**config.mk**
```make
export PLATFORM = sky130hd
export DESIGN_NAME = imm_prefix_extender_flat
export DESIGN_NICKNAME = d
export VERILOG_FILES = /design/src/rtl/imm_pkg.sv /design/src/rtl/imm_prefix_extender_if.sv /design/src/rtl/imm_prefix_acc.sv /design/src/rtl/imm_prefix_extender.sv /design/src/flat_wrapper.sv
export SDC_FILE = /design/constraint.sdc
export NUM_CORES = 1
export LEC_CHECK = 0
export ABC_AREA = 0
export CORE_UTILIZATION = 30
export CTS_CLUSTER_DIAMETER = 200
export CTS_CLUSTER_SIZE = 20
export DETAILED_ROUTE_END_ITERATION = 6
export GPL_ROUTABILITY_DRIVEN = 0
export GPL_TIMING_DRIVEN = 0
export HOLD_SLACK_MARGIN = 0.02
export PLACE_DENSITY_LB_ADDON = 0.12
export RECOVER_POWER = 25
export SYNTH_ARGS = -nofsm -noshare
export SYNTH_HDL_FRONTEND = slang
export SYNTH_HIERARCHICAL = 1
export SYNTH_SLANG_ARGS = --single-unit
```
**constraint.sdc**
```tcl
create_clock -name Clk -period 0.8 [get_ports Clk]
set_input_delay 0.12 -clock Clk [delete_from_list [all_inputs] [get_ports Clk]]
set_output_delay 0.12 -clock Clk [all_outputs]
set_load 0.1 [all_outputs]
```
**src/rtl/imm_pkg.sv**
```systemverilog
// Shared definitions for the immediate prefix extender slice.
// Holds the mode encodings, default widths, the accumulator state
// encoding and the masking / extension helpers used by the top level.
// Optional feature macro used by this slice: IMM_PREFIX_EN.
package imm_pkg;

  typedef enum logic [1:0] {
    IMM_SHORT_SIGN = 2'b00,
    IMM_LONG_SIGN  = 2'b01,
    IMM_LONG_ZERO  = 2'b10,
    IMM_PREFIX     = 2'b11
  } imm_mode_e;

  typedef enum logic {
    ACC_IDLE  = 1'b0,
    ACC_ACCUM = 1'b1
  } acc_state_e;

  localparam int DATA_W_DEF     = 8;
  localparam int FIELD_W_DEF    = 6;
  localparam int SHORT_W_DEF    = 3;
  localparam int MAX_PREFIX_DEF = 1;

  // Working width for the combined immediate before it is cut to DATA_W.
  localparam int EXT_MAX_W = 64;

  typedef logic [EXT_MAX_W-1:0] ext_word_t;

  // Mask with the low 'width' bits set.
  function automatic ext_word_t low_mask(input int width);
    ext_word_t res;
    if (width >= EXT_MAX_W) begin
      res = '1;
    end else begin
      res = (ext_word_t'(1'b1) << width) - ext_word_t'(1'b1);
    end
    return res;
  endfunction

  // Extend the low src_width bits of value, replicating the top source
  // bit when signed_flag is set and zero-filling otherwise. The caller
  // keeps the low DATA_W bits of the result.
  function automatic ext_word_t ext_fn(input ext_word_t value,
                                       input int        src_width,
                                       input logic      signed_flag);
    ext_word_t mask;
    ext_word_t top_bit;
    logic      fill;
    mask = low_mask(src_width);
    if (src_width > 0 && src_width <= EXT_MAX_W) begin
      top_bit = value >> (src_width - 1);
      fill    = signed_flag & top_bit[0];
    end else begin
      top_bit = '0;
      fill    = 1'b0;
    end
    if (fill) begin
      return (value & mask) | ~mask;
    end else begin
      return value & mask;
    end
  endfunction

endpackage

```
**src/rtl/imm_prefix_extender_if.sv**
```systemverilog
// Decode-to-extender bus for imm_prefix_extender.
// master: decode side (drives instruction, mode, stall, flush).
// slave : extender side (drives imm_valid/imm_value and prefix status).
interface imm_prefix_extender_if
  import imm_pkg::*;
#(
  parameter int DATA_W  = DATA_W_DEF,
  parameter int FIELD_W = FIELD_W_DEF
);
  logic               in_valid;
  logic [FIELD_W-1:0] instr_field;
  logic [1:0]         mode;
  logic               stall;
  logic               flush;
  logic               imm_valid;
  logic [DATA_W-1:0]  imm_value;
  logic               prefix_pending;
  logic               prefix_ovf;

  modport master (
    output in_valid, instr_field, mode, stall, flush,
    input  imm_valid, imm_value, prefix_pending, prefix_ovf
  );

  modport slave (
    input  in_valid, instr_field, mode, stall, flush,
    output imm_valid, imm_value, prefix_pending, prefix_ovf
  );
endinterface

```
**src/rtl/imm_prefix_acc.sv**
```systemverilog
// Prefix accumulator: collects FIELD_W chunks from prefix instructions,
// tracks how many are held, and flags an overflow when a prefix arrives
// while already full (the oldest chunk is dropped).
// Ports: Clk, Rst_n (async active-low); flush, stall; push (prefix
// accepted), clear (immediate consumed), field; outputs acc, count,
// prefix_pending, prefix_ovf (one-cycle pulse).
module imm_prefix_acc
  import imm_pkg::*;
#(
  parameter int FIELD_W    = FIELD_W_DEF,
  parameter int MAX_PREFIX = MAX_PREFIX_DEF,
  localparam int ACC_W     = MAX_PREFIX * FIELD_W,
  localparam int CNT_W     = $clog2(MAX_PREFIX + 1)
) (
  input  logic               Clk,
  input  logic               Rst_n,
  input  logic               flush,
  input  logic               stall,
  input  logic               push,
  input  logic               clear,
  input  logic [FIELD_W-1:0] field,
  output logic [ACC_W-1:0]   acc,
  output logic [CNT_W-1:0]   count,
  output logic               prefix_pending,
  output logic               prefix_ovf
);

  logic [ACC_W-1:0]         acc_r,   acc_nxt_s;
  logic [CNT_W-1:0]         count_r, count_nxt_s;
  logic                     ovf_r,   ovf_nxt_s;
  logic [ACC_W+FIELD_W-1:0] shifted_s;
  logic                     full_s;
  acc_state_e               state_s;

  // State register: accumulator, chunk count and overflow pulse.
  always_ff @(posedge Clk or negedge Rst_n) begin
    if (!Rst_n) begin
      acc_r   <= '0;
      count_r <= '0;
      ovf_r   <= 1'b0;
    end else begin
      acc_r   <= acc_nxt_s;
      count_r <= count_nxt_s;
      ovf_r   <= ovf_nxt_s;
    end
  end

  // Next-state logic, flush over stall over normal operation.
  always_comb begin
    acc_nxt_s   = acc_r;
    count_nxt_s = count_r;
    ovf_nxt_s   = 1'b0;
    full_s      = (count_r == CNT_W'(MAX_PREFIX));
    shifted_s   = {acc_r, field};
    if (flush) begin
      acc_nxt_s   = '0;
      count_nxt_s = '0;
    end else if (stall) begin
      acc_nxt_s   = acc_r;
    end else if (push) begin
      // New chunk enters on the LSB side; the top chunk falls off when full.
      acc_nxt_s   = shifted_s[ACC_W-1:0];
      ovf_nxt_s   = full_s;
      if (full_s) begin
        count_nxt_s = count_r;
      end else begin
        count_nxt_s = count_r + CNT_W'(1);
      end
    end else if (clear) begin
      acc_nxt_s   = '0;
      count_nxt_s = '0;
    end else begin
      acc_nxt_s   = acc_r;
    end
  end

  // Accumulator state is a direct function of the held chunk count.
  always_comb begin
    if (count_r != '0) begin
      state_s = ACC_ACCUM;
    end else begin
      state_s = ACC_IDLE;
    end
  end

  assign acc            = acc_r;
  assign count          = count_r;
  assign prefix_ovf     = ovf_r;
  assign prefix_pending = (state_s == ACC_ACCUM);

endmodule

```
**src/rtl/imm_prefix_extender.sv**
```systemverilog
// Registered immediate generator between decode and the ALU B-mux.
// Modes: 00 short-sign, 01 long-sign, 10 long-zero, 11 prefix. An
// instruction accepted on an edge appears on imm_value/imm_valid after
// that edge. Prefix chunks held in imm_prefix_acc are placed above the
// base field when an immediate is consumed.
// Ports: Clk, Rst_n (async active-low), bus (imm_prefix_extender_if.slave).
// Macro IMM_PREFIX_EN: when defined the prefix accumulator is built; when
// undefined mode 11 is illegal (no output, value held) and the prefix
// status outputs are tied low.
module imm_prefix_extender
  import imm_pkg::*;
#(
  parameter int DATA_W     = DATA_W_DEF,
  parameter int FIELD_W    = FIELD_W_DEF,
  parameter int SHORT_W    = SHORT_W_DEF,
  parameter int MAX_PREFIX = MAX_PREFIX_DEF
) (
  input  logic                 Clk,
  input  logic                 Rst_n,
  imm_prefix_extender_if.slave bus
);

  localparam int ACC_W = MAX_PREFIX * FIELD_W;
  localparam int CNT_W = $clog2(MAX_PREFIX + 1);

  logic [ACC_W-1:0]  acc_s;
  logic [CNT_W-1:0]  count_s;
  logic              consume_s;
  logic              signed_s;
  int                base_w_s;
  int                src_w_s;
  ext_word_t         base_s;
  ext_word_t         comb_s;
  logic [DATA_W-1:0] ext_s;
  logic              imm_valid_r;
  logic [DATA_W-1:0] imm_value_r;

  assign consume_s = bus.in_valid & (bus.mode != IMM_PREFIX);

`ifdef IMM_PREFIX_EN
  logic push_s;

  assign push_s = bus.in_valid & (bus.mode == IMM_PREFIX);

  imm_prefix_acc #(
    .FIELD_W   (FIELD_W),
    .MAX_PREFIX(MAX_PREFIX)
  ) u_acc (
    .Clk           (Clk),
    .Rst_n         (Rst_n),
    .flush         (bus.flush),
    .stall         (bus.stall),
    .push          (push_s),
    .clear         (consume_s),
    .field         (bus.instr_field),
    .acc           (acc_s),
    .count         (count_s),
    .prefix_pending(bus.prefix_pending),
    .prefix_ovf    (bus.prefix_ovf)
  );
`else
  assign acc_s              = '0;
  assign count_s            = '0;
  assign bus.prefix_pending = 1'b0;
  assign bus.prefix_ovf     = 1'b0;
`endif

  // Base field selection and extension mode decode.
  always_comb begin
    if (bus.mode == IMM_SHORT_SIGN) begin
      base_s   = ext_word_t'(bus.instr_field[SHORT_W-1:0]);
      base_w_s = SHORT_W;
    end else begin
      base_s   = ext_word_t'(bus.instr_field);
      base_w_s = FIELD_W;
    end
    signed_s = (bus.mode != IMM_LONG_ZERO);
  end

  // Combine held prefix chunks above the base; the source width follows
  // the live chunk count, so the sign bit moves up as prefixes accumulate.
  always_comb begin
    src_w_s = int'(count_s) * FIELD_W + base_w_s;
    comb_s  = ((ext_word_t'(acc_s) & low_mask(int'(count_s) * FIELD_W)) << base_w_s)
              | base_s;
    ext_s   = DATA_W'(ext_fn(comb_s, src_w_s, signed_s));
  end

  // Output register: flush over stall over normal; value holds unless consumed.
  always_ff @(posedge Clk or negedge Rst_n) begin
    if (!Rst_n) begin
      imm_valid_r <= 1'b0;
      imm_value_r <= '0;
    end else if (bus.flush) begin
      imm_valid_r <= 1'b0;
    end else if (bus.stall) begin
      imm_valid_r <= imm_valid_r;
    end else if (consume_s) begin
      imm_valid_r <= 1'b1;
      imm_value_r <= ext_s;
    end else begin
      imm_valid_r <= 1'b0;
    end
  end

  assign bus.imm_valid = imm_valid_r;
  assign bus.imm_value = imm_value_r;

endmodule

```
**src/flat_wrapper.sv**
```systemverilog
// flat-port wrapper written by rule: the top's interface ports become plain ports
module imm_prefix_extender_flat import imm_pkg::*;
#(
  parameter int DATA_W     = DATA_W_DEF,
  parameter int FIELD_W    = FIELD_W_DEF,
  parameter int SHORT_W    = SHORT_W_DEF,
  parameter int MAX_PREFIX = MAX_PREFIX_DEF
)
  (Clk, Rst_n, bus_in_valid, bus_instr_field, bus_mode, bus_stall, bus_flush, bus_imm_valid, bus_imm_value, bus_prefix_pending, bus_prefix_ovf);
  imm_prefix_extender_if #(.DATA_W(DATA_W), .FIELD_W(FIELD_W)) bus_i ();
  input  logic Clk;
  input  logic Rst_n;
  input wire logic [$bits(bus_i.in_valid)-1:0] bus_in_valid;
  input wire logic [$bits(bus_i.instr_field)-1:0] bus_instr_field;
  input wire logic [$bits(bus_i.mode)-1:0] bus_mode;
  input wire logic [$bits(bus_i.stall)-1:0] bus_stall;
  input wire logic [$bits(bus_i.flush)-1:0] bus_flush;
  output wire logic [$bits(bus_i.imm_valid)-1:0] bus_imm_valid;
  output wire logic [$bits(bus_i.imm_value)-1:0] bus_imm_value;
  output wire logic [$bits(bus_i.prefix_pending)-1:0] bus_prefix_pending;
  output wire logic [$bits(bus_i.prefix_ovf)-1:0] bus_prefix_ovf;
  assign bus_i.in_valid = bus_in_valid;
  assign bus_i.instr_field = bus_instr_field;
  assign bus_i.mode = bus_mode;
  assign bus_i.stall = bus_stall;
  assign bus_i.flush = bus_flush;
  assign bus_imm_valid = bus_i.imm_valid;
  assign bus_imm_value = bus_i.imm_value;
  assign bus_prefix_pending = bus_i.prefix_pending;
  assign bus_prefix_ovf = bus_i.prefix_ovf;
  imm_prefix_extender #(.DATA_W(DATA_W), .FIELD_W(FIELD_W), .SHORT_W(SHORT_W), .MAX_PREFIX(MAX_PREFIX)) u_core (.Clk(Clk), .Rst_n(Rst_n), .bus(bus_i));
endmodule
```
==> Word-level counts from Yosys, hierarchy flattened <==
Index checks and enable logic that the tools add are counted.
{ "totals": {"latch_bits": 0, "word_cells": 32, "ramBits": 0, "output_inout_bits": 11, "inputBits": 13, "romBits": 0, "memories": 0, "regBits": 9} }
{ "classes": {"n_lt_le_gt_ge": 3, "n_mux": 8, "n_mul": 0, "reduce_logical": 3, "addsub": 2, "n_eq_ne": 3, "bitwise": 8, "n_shift": 3, "div_mod_pow": 0} }
{ "ops": {"columns": ["cell", "count"], "rows": [
  ["OR 64 x 6 -> 64 bit", 1],
  ["<< shifter 1 x 32 -> 64 bit, first input constant", 1],
  ["right shift 64 x 32 -> 1 bit", 1],
  ["greater-or-equal comparator 32 x 8 -> 1 bit, second input constant", 1],
  ["greater-than comparator 32 x 1 -> 1 bit, second input constant", 1],
  ["<= comparator 32 x 8 -> 1 bit, second input constant", 1],
  ["subtractor 32 x 2 -> 32 bit, second input constant", 1],
  ["2-to-1 mux 8 bit", 2],
  ["bitwise AND 8 bit", 1],
  ["NOT 8 bit", 1],
  ["OR 8 bit", 1],
  ["<< shifter 1 x 3 -> 8 bit, first input constant", 1],
  ["subtractor 8 x 1 -> 8 bit, second input constant", 1],
  ["2-to-1 mux 6 bit", 1],
  ["2-to-1 mux 1 bit", 4],
  ["!= test 2 bit, second input constant", 2],
  ["2-to-1 mux 3 bit", 1],
  ["AND reduction 3 bit", 1],
  ["bitwise AND 1 bit", 2],
  ["logical NOT 2 bit", 1],
  ["!= test 2 x 1 -> 1 bit, second input constant", 1],
  ["NOT 1 bit", 2],
  ["logical AND 1 bit", 1]
]} }

==> Logic depth before layout (Yosys ltp) <==
Gate-level depths: netlist of run 1.
{ "logic_depth": {"word_depth": 8, "ltp_mapped": 3, "ltp_nobuf": 3} }

==> Least setup slack after synthesis of run 1 <==
Ideal clock, no wire load.
{ "synth_timing": {"kind": "register to output", "startpoint": "reg u_core.imm_value_r[7], in the netlist u_core/bus.imm_value[7]", "endpoint": "out bus_imm_value[7]", "t_arrival_ps": 1340, "path_stages_with_launch": 2, "n_path_buf": 1, "path_slack_ps": -660, "required_ps": 680, "path_cell_list": "dfrtp_1 > buf_4"} }
{ "synth_rtl": {"columns": ["element", "line_no", "rtl"], "rows": [
  ["from (decl)", "imm_prefix_extender.sv:36", "logic [DATA_W-1:0] imm_value_r;"],
  ["from (signal assigned)", "imm_prefix_extender.sv:100", "imm_value_r <= ext_s;"],
  ["to (decl)", "flat_wrapper.sv:19", "output wire logic [$bits(bus_i.imm_value)-1:0] bus_imm_value;"]
]} }
No word-level cell between the ends.

==> Worst setup path in the final report of run 1 <==
{ "layout_timing": {"startpoint": "reg u_core.imm_value_r[7], in the netlist u_core/bus.imm_value[7]", "endpoint": "out bus_imm_value[7]"} }
No word-level cell between the ends.

==> out/qor.yml, run 1 <==
global_route:
  grt-ovfl-total: 0
  antenna_found_initial: 0
  grt_max_degree: 9
  grt_pass1_vias: 314
  grt_pass1_wl_um: 1304
  grt_util_all_layers: 0.1358
timing:
  clock.fmax_ghz: 0.8961
  fin_crit_sh: 1.395
  totalNegativeSetupSlack_ps: -2775
  final_max_slew_viol_count: 0
  post-route-min-period_ps: 1116
  final-setup-viol-count: 16
  hold_viol_final: 0
  rsz0062_at_grt: "true"
  skew_ps: 0
  hold_slack_ps: 182.8
  worst_slack_ps: -315.9
critical_path:
  rr_startpoint: "u_core/bus.imm_value[7]"
  crit_path_start_kind: "flip-flop"
  cp-end-kind: "output pin"
  critPathKind: "flip-flop to output pin"
  r2r_slack_ps: -180
  reg2reg_depth: 2
  arrival_ps: 1000
  r2r_end: "u_core/bus.imm_value[7]"
  cp_max_fo: 3
  worst-endpoint-required_ps: 680
die:
  core_um2: 1156
  die_x_um: 38.19
  placementRows: 12
  initial_core_util: 0.3398
  chipHeight_um: 38.19
  dieArea_um2: 1458
  io_pins: 24
clock_tree:
  clock-sinks: 8
  clk_latency_ps: 240
  clock_path_buffers: 2
  htree_levels: 1
  cts_tree: "done"
  clkTransAtPathRegs_ps: 50
  cts_buffers: 3
  cts-root-buf: "clkbuf_4"
  ctsHoldBuffers: 0
place:
  portBuffers: 21
  hpwlAfterDp_um: 640
  placed_area_um2: 680.7
route:
  vias: 327
  drtIter0Drc: 2
  dr.pass1.iters: 2
  ant_nets: 0
  wl_um: 831
  drc_errors: 0
  wl_per_cell_um: 11.23
  routed_via_density: 4.419
finish:
  fillers: 81
  layout-drive-gt1-share: 0.6333
  nNetsFinal: 75
  fin_util: 0.6926
  area_growth_pct: 103.8
  design_area_um2: 800.8
  num_antenna_cells: 0
logic_synthesis:
  synth_top_area_cell: "dfrtp_1"
  syn_inst: 33
  yosys-top-cells-count: "8 x dfrtp_1, 6 x nand2_1, 4 x o21ai_0"
  avgSynthCellArea_um2: 11.91
  async_flop_share: 1.000
  yosysMostFrequentCell: "dfrtp_1"
  ys_warn_count: 6
  yosysSeqAreaShare: 0.5096
  ys_top_cells_by_area: "dfrtp_1 51%, mux2_1 8.6%, mux2_2 8.6%"
  synth_top_area_frac: 0.5096
  synth_area_um2: 392.9
  synth.distinct_cells: 12
  synth_seq_cells: 8
  synthFlopType: "dfrtp_1"
  synth_edf_count: 0
status:
  outcome: "finished with violations"
  violations: "negative setup slack"
power:
  power_density_nw_per_um2: 2929
  total_power_mw: 2.346
  ir_drop_mv: 1.423
  p_leak_nw: 0.3693
worst_hold_path:
  min_path_type: "input port to flip-flop"
  min_delay_worst_endpoint: "u_core/bus.imm_valid"
  hold_start: "bus_flush"
  min_path_cells: 2
flow_run:
  cap_violations: 0
-- stage by stage --
stage | worst slack [ps] | instances
3_5_place_dp | -918.2 | 69
6_report | -315.9 | 74
5_1_grt | -350.0 | 74
4_1_cts | -327.0 | 73
2_1_floorplan | -224.3 | 34
3_3_place_gp | -917.8 | 69
-- cell families (layout without fill, tap and decap cells) --
logic type      after synthesis  after routing  share of synthesized area
flops                         8              8                     0.5095
other cells                   1              2                   0.009545
buf+inv                       3             29                    0.05732
mux                           7              7                     0.2102
simple gates                 10             10                     0.1624
compound gates                4              4                    0.05096
-- cells in the final DEF, fill, tap and decap left out --
cell,count
buf_12,8
clkdlybuf4s15_1,3
nand3_4,1
nand2_1,5
buf_6,2
clkbuf_4,3
buf_4,4
clkdlybuf4s15_2,1
dfrtp_4,8
nor2_2,1
dlygate4sd3_1,1
dlygate4sd2_1,2
o21ai_1,2
conb_1,2
or3b_4,1
clkdlybuf4s50_1,5
mux2_4,7
nand2_2,2
o21ai_0,2
-- worst max path at each step --
stage / startpoint / endpoint / slack, ps
2_1_floorplan: u_core/bus.imm_value[7] / u_core/bus.imm_value[7] / -220
3_3_place_gp: u_core/bus.imm_value[7] / bus_imm_value[7] / -920
3_5_place_dp: u_core/bus.imm_value[7] / bus_imm_value[7] / -920
4_1_cts: u_core/bus.imm_value[7] / bus_imm_value[7] / -330
5_1_grt: u_core/bus.imm_value[7] / bus_imm_value[7] / -350
6_report: u_core/bus.imm_value[7] / bus_imm_value[7] / -320
-- metal layers --
metal / global-route usage / vias up / part of all wire
met5: 0 / - / 0
met4: 0.05357 / 0 / 0
met3: 0.03488 / 0 / 0.058
met2: 0.2246 / 14 / 0.50
met1: 0.1667 / 149 / 0.44
li1: - / 164 / -
-- report_power, final --
group | internal [mW] | total [mW] | switching, mW | leakage [nW]
sequential | 0.543 | 0.637 | 0.0939 | 0.0886
clock | 0.170 | 0.288 | 0.117 | 0.0138
combinational | 0.555 | 1.42 | 0.866 | 0.267
-- repair_timing --
item | in CTS | in global routing
gates resized for setup | 91 | 1
endpoints found under the setup margin | 17 | 16
buffers inserted | 1 | 1
pin swaps | 2 | 0
-- flip-flops by register name (all words and copies together) (netlist names) --
signal / cells
u_core/bus.imm_value: 7
u_core/bus.imm_valid: 1
-- layout make-up --
cell class	count	area (um2)	share of cell area
Timing Repair Buffer	23	305.3	0.3813
Sequential cell	8	230.2	0.2875
Multi-Input combinational cell	23	198.9	0.2484
Buffer	3	26.28	0.03281
Clock buffer	3	22.52	0.02812
Tap cell	14	17.52	0.02188
-- worst max-delay path, stage by stage (launching register included) --
cell and delay, ps:
dfrtp_4 480, buf_6 120, buf_12 150
(Power assumes the default switching activity.)
==> run 2: changes to the inputs <==
--- a/config.mk
+++ b/config.mk
@@ -6,6 +6,7 @@
 export NUM_CORES = 1
 export LEC_CHECK = 0
 export ABC_AREA = 0
+export CORE_MARGIN = 2
 export CORE_UTILIZATION = 30
 export CTS_CLUSTER_DIAMETER = 200
 export CTS_CLUSTER_SIZE = 20
@@ -17,5 +18,4 @@
 export RECOVER_POWER = 25
 export SYNTH_ARGS = -nofsm -noshare
 export SYNTH_HDL_FRONTEND = slang
-export SYNTH_HIERARCHICAL = 1
 export SYNTH_SLANG_ARGS = --single-unit
==> constraint.sdc (replaced) <==
create_clock -name Clk -period 0.9 [get_ports Clk]
set_input_delay 0.135 -clock Clk [delete_from_list [all_inputs] [get_ports Clk]]
set_output_delay 0.135 -clock Clk [all_outputs]
set_load 0.1 [all_outputs]
==> out/qor.yml, run 2 <==
clock_tree:
  clkTransAtPathRegs_ps: 60  # about the same
  clock_path_buffers: 2  # unchanged
  cts_tree: "done"
  cts_buffers: 3  # unchanged
  clk_latency_ps: 260  # +20 ps
  ctsHoldBuffers: 0  # unchanged
  htree_levels: 1  # unchanged
  cts-root-buf: "clkbuf_4"
  clock-sinks: 8  # unchanged
flow_run:
  cap_violations: 0  # unchanged
critical_path:
  critPathKind: "flip-flop to output pin"
  cp_slowest_stage_delay_ps: 480  # about the same
  cp_cell_sequence: "buf_6 -> buf_12"
  path_buf_inv: 2  # unchanged
  cp_max_fo: 3  # unchanged
  cp_top_family: "flip-flops"
  cp-end-kind: "output pin"
  crit_path_start_kind: "flip-flop"
  arrival_ps: 1020  # +20 ps
  critPathSlowestCell: "dfrtp_4"
  worst-endpoint-required_ps: 760  # +80 ps
logic_synthesis:
  avgSynthCellArea_um2: 11.81  # -0.78%
  synthAdderAreaFrac: 0  # unchanged
  async_flop_share: 1.000  # unchanged
  synth_top_area_frac: 0.4984  # -0.01111
  synth-simple-area-share: 0.1246  # -0.03781
  ys_top_cells_by_area: "dfrtp_1 50%, mux2_4 11%, mux2i_1 10%"
  muxShareOfSynthArea: 0.2118  # +0.001647
  synthFlopType: "dfrtp_1"
  yosys-top-cells-count: "8 x dfrtp_1, 4 x a21oi_1, 4 x inv_1, 4 x mux2i_1"
  synth.distinct_cells: 13  # +1
  ys_warn_count: 0  # -6
  synth_top_family_by_area: "multiplexers"
  synth_top_area_cell: "dfrtp_1"
  synth_edf_count: 0  # unchanged
  synth_area_um2: 401.6  # +2.2%
  synth-xor-area-share: 0  # unchanged
  yosysMostFrequentCell: "dfrtp_1"
  synth_seq_cells: 8  # unchanged
  syn_inst: 34  # +3.0%
  yosysSeqAreaShare: 0.4984  # -0.01111
  synth-compound-area-share: 0.06231  # +0.01135
power:
  swShare: 0.4799  # +0.02079
  power_density_nw_per_um2: 2594  # -11%
  p_leak_nw: 0.3948  # +6.9%
  combPwrFrac: 0.598  # -0.008
  p_int_mw: 1.106  # -13%
  power_frac_seq: 0.267  # -0.005
  ir_drop_mv: 0.9819  # -31%
  p_clk_frac: 0.134  # +0.011
  switchingPower_mw: 1.020  # -5.3%
route:
  drtIter0Drc: 1  # -1
  ant_nets: 0  # unchanged
  wl_um: 882  # +6.1%
  routed_via_density: 4.316  # -2.3%
  dr.pass1.iters: 4  # +2
  wl_per_cell_um: 11.61  # +3.3%
  drc_errors: 0  # unchanged
  vias: 328  # +0.31%
die:
  dieArea_um2: 1648  # +13%
  chipHeight_um: 40.59  # +6.3%
  placementRows: 13  # +1
  die_x_um: 40.59  # +6.3%
  io_pins: 24  # unchanged
  core_um2: 1269  # +9.7%
  initial_core_util: 0.3166  # -0.02326
place:
  dp_cells: 71  # +2.9%
  portBuffers: 21  # unchanged
  hpwlAfterDp_um: 651.7  # +1.8%
global_route:
  grt_pass1_wl_um: 1338  # +2.6%
  grt_util_all_layers: 0.1388  # +0.002959
  grt-ovfl-total: 0  # unchanged
  grt_max_degree: 9  # unchanged
  antenna_found_initial: 0  # unchanged
  grt_pass1_vias: 314  # unchanged
finish:
  stdcell_count: 76  # +2.7%
  area_growth_pct: 104.0
  final_cell_mix: "9 x buf_12, 8 x dfrtp_4, 5 x clkdlybuf4s50_1, 5 x dlygate4sd2_1"
  layout-drive-gt1-share: 0.5738  # -0.05956
  mostFrequentLayoutCell: "buf_12"
  largest_reg_flops: 7  # unchanged
  nNetsFinal: 76  # +1.3%
  num_antenna_cells: 0  # unchanged
timing:
  worst_slack_ps: -253.1  # +62.83 ps
  hold_slack_ps: 172.0  # -10.80 ps
  post-route-min-period_ps: 1153
  fin_crit_sh: 1.281
  skew_ps: 0  # unchanged
  final-setup-viol-count: 10  # -6
  rsz0062_at_grt: "true"
  clock.fmax_ghz: 0.8672
  final_max_slew_viol_count: 0  # unchanged
  hold_viol_final: 0  # unchanged
status:
  violations: "negative setup slack"
  outcome: "finished with violations"
worst_hold_path:
  min_path_type: "input port to flip-flop"
-- run 2: layer usage --
layer	track usage	share of wire
met5	0	0
met1	0.1453	0.39
met2	0.2143	0.50
met4	0.05000	0.011
met3	0.1000	0.094
-- run 2: cell families (layout without fill, tap and decap cells) --
| kind of cell | count (synthesis) | count (layout) |
|---|---|---|
| buf+inv | 7 | 33 |
| flops | 8 | 8 |
| other cells | 1 | 2 |
| mux | 7 | 7 |
| compound gates | 5 | 5 |
| simple gates | 6 | 6 |
-- run 2: power groups by stage --
stage	Combinational [mW]	Clock (mW)	Sequential, mW
6_report	1.27	0.285	0.569
3_3_place_gp	1.07	0	0.531
4_1_cts	1.25	0.303	0.570
2_1_floorplan	0.254	0	1.10
3_5_place_dp	1.08	0	0.537
5_1_grt	1.31	0.322	0.578
-- run 2: worst reg2reg max path, delay by kind of cell (launching register included) --
family,cells,cell delay (ps)
buf+inv,1,120
flops,1,490
mux,1,240
-- run 2: final cells by class --
cell class	count	area, um2
Fill cell	105	449.2
Timing Repair Buffer	23	315.3
Sequential cell	8	230.2
Multi-Input combinational cell	20	191.4
Buffer	3	26.28
Clock buffer	3	22.52
Tap cell	15	18.77
Inverter	4	15.01
-- run 2: worst paths after layout --
| check | to | depth (start not counted) | slack, ps | from |
|---|---|---|---|---|
| worst max-delay path | bus_imm_value[7] | 2 | -250 | u_core.bus.imm_value[6] |
| worst min-delay path | u_core.bus.imm_value[2] | 2 | 170 | bus_instr_field[2] |
| worst max register to register | u_core.bus.imm_value[0] | 2 | -70 | u_core.bus.imm_value[0] |
| worst min register to register | u_core.bus.imm_value[1] | 1 | 590 | u_core.bus.imm_value[1] |
| max in group asynchronous | u_core.bus.imm_value[5] | 1 | 360 | Rst_n |
| min in group asynchronous | u_core.bus.imm_valid | 1 | 230 | Rst_n |
-- run 2: timing repair --
item | in CTS | in global routing
setup buffers | 1 | 1
resized for setup | 86 | 5
endpoints found under the setup margin | 17 | 13
pin swaps | 1 | 0
-- run 2: per-stage QoR --
step           total power, mW  setup WS, ps  area, um2    util  TNS, ps
5_1_grt                  2.214        -285.0      819.5  0.6460    -1896
6_report                 2.126        -253.1      819.5  0.6460    -1602
3_3_place_gp             1.601        -826.4      668.1  0.5266   -10080
2_1_floorplan            1.353        -117.4      439.2       -   -462.2
3_5_place_dp             1.613        -838.9      668.1  0.5266   -10240
4_1_cts                  2.125        -268.6      795.8  0.6272    -1649
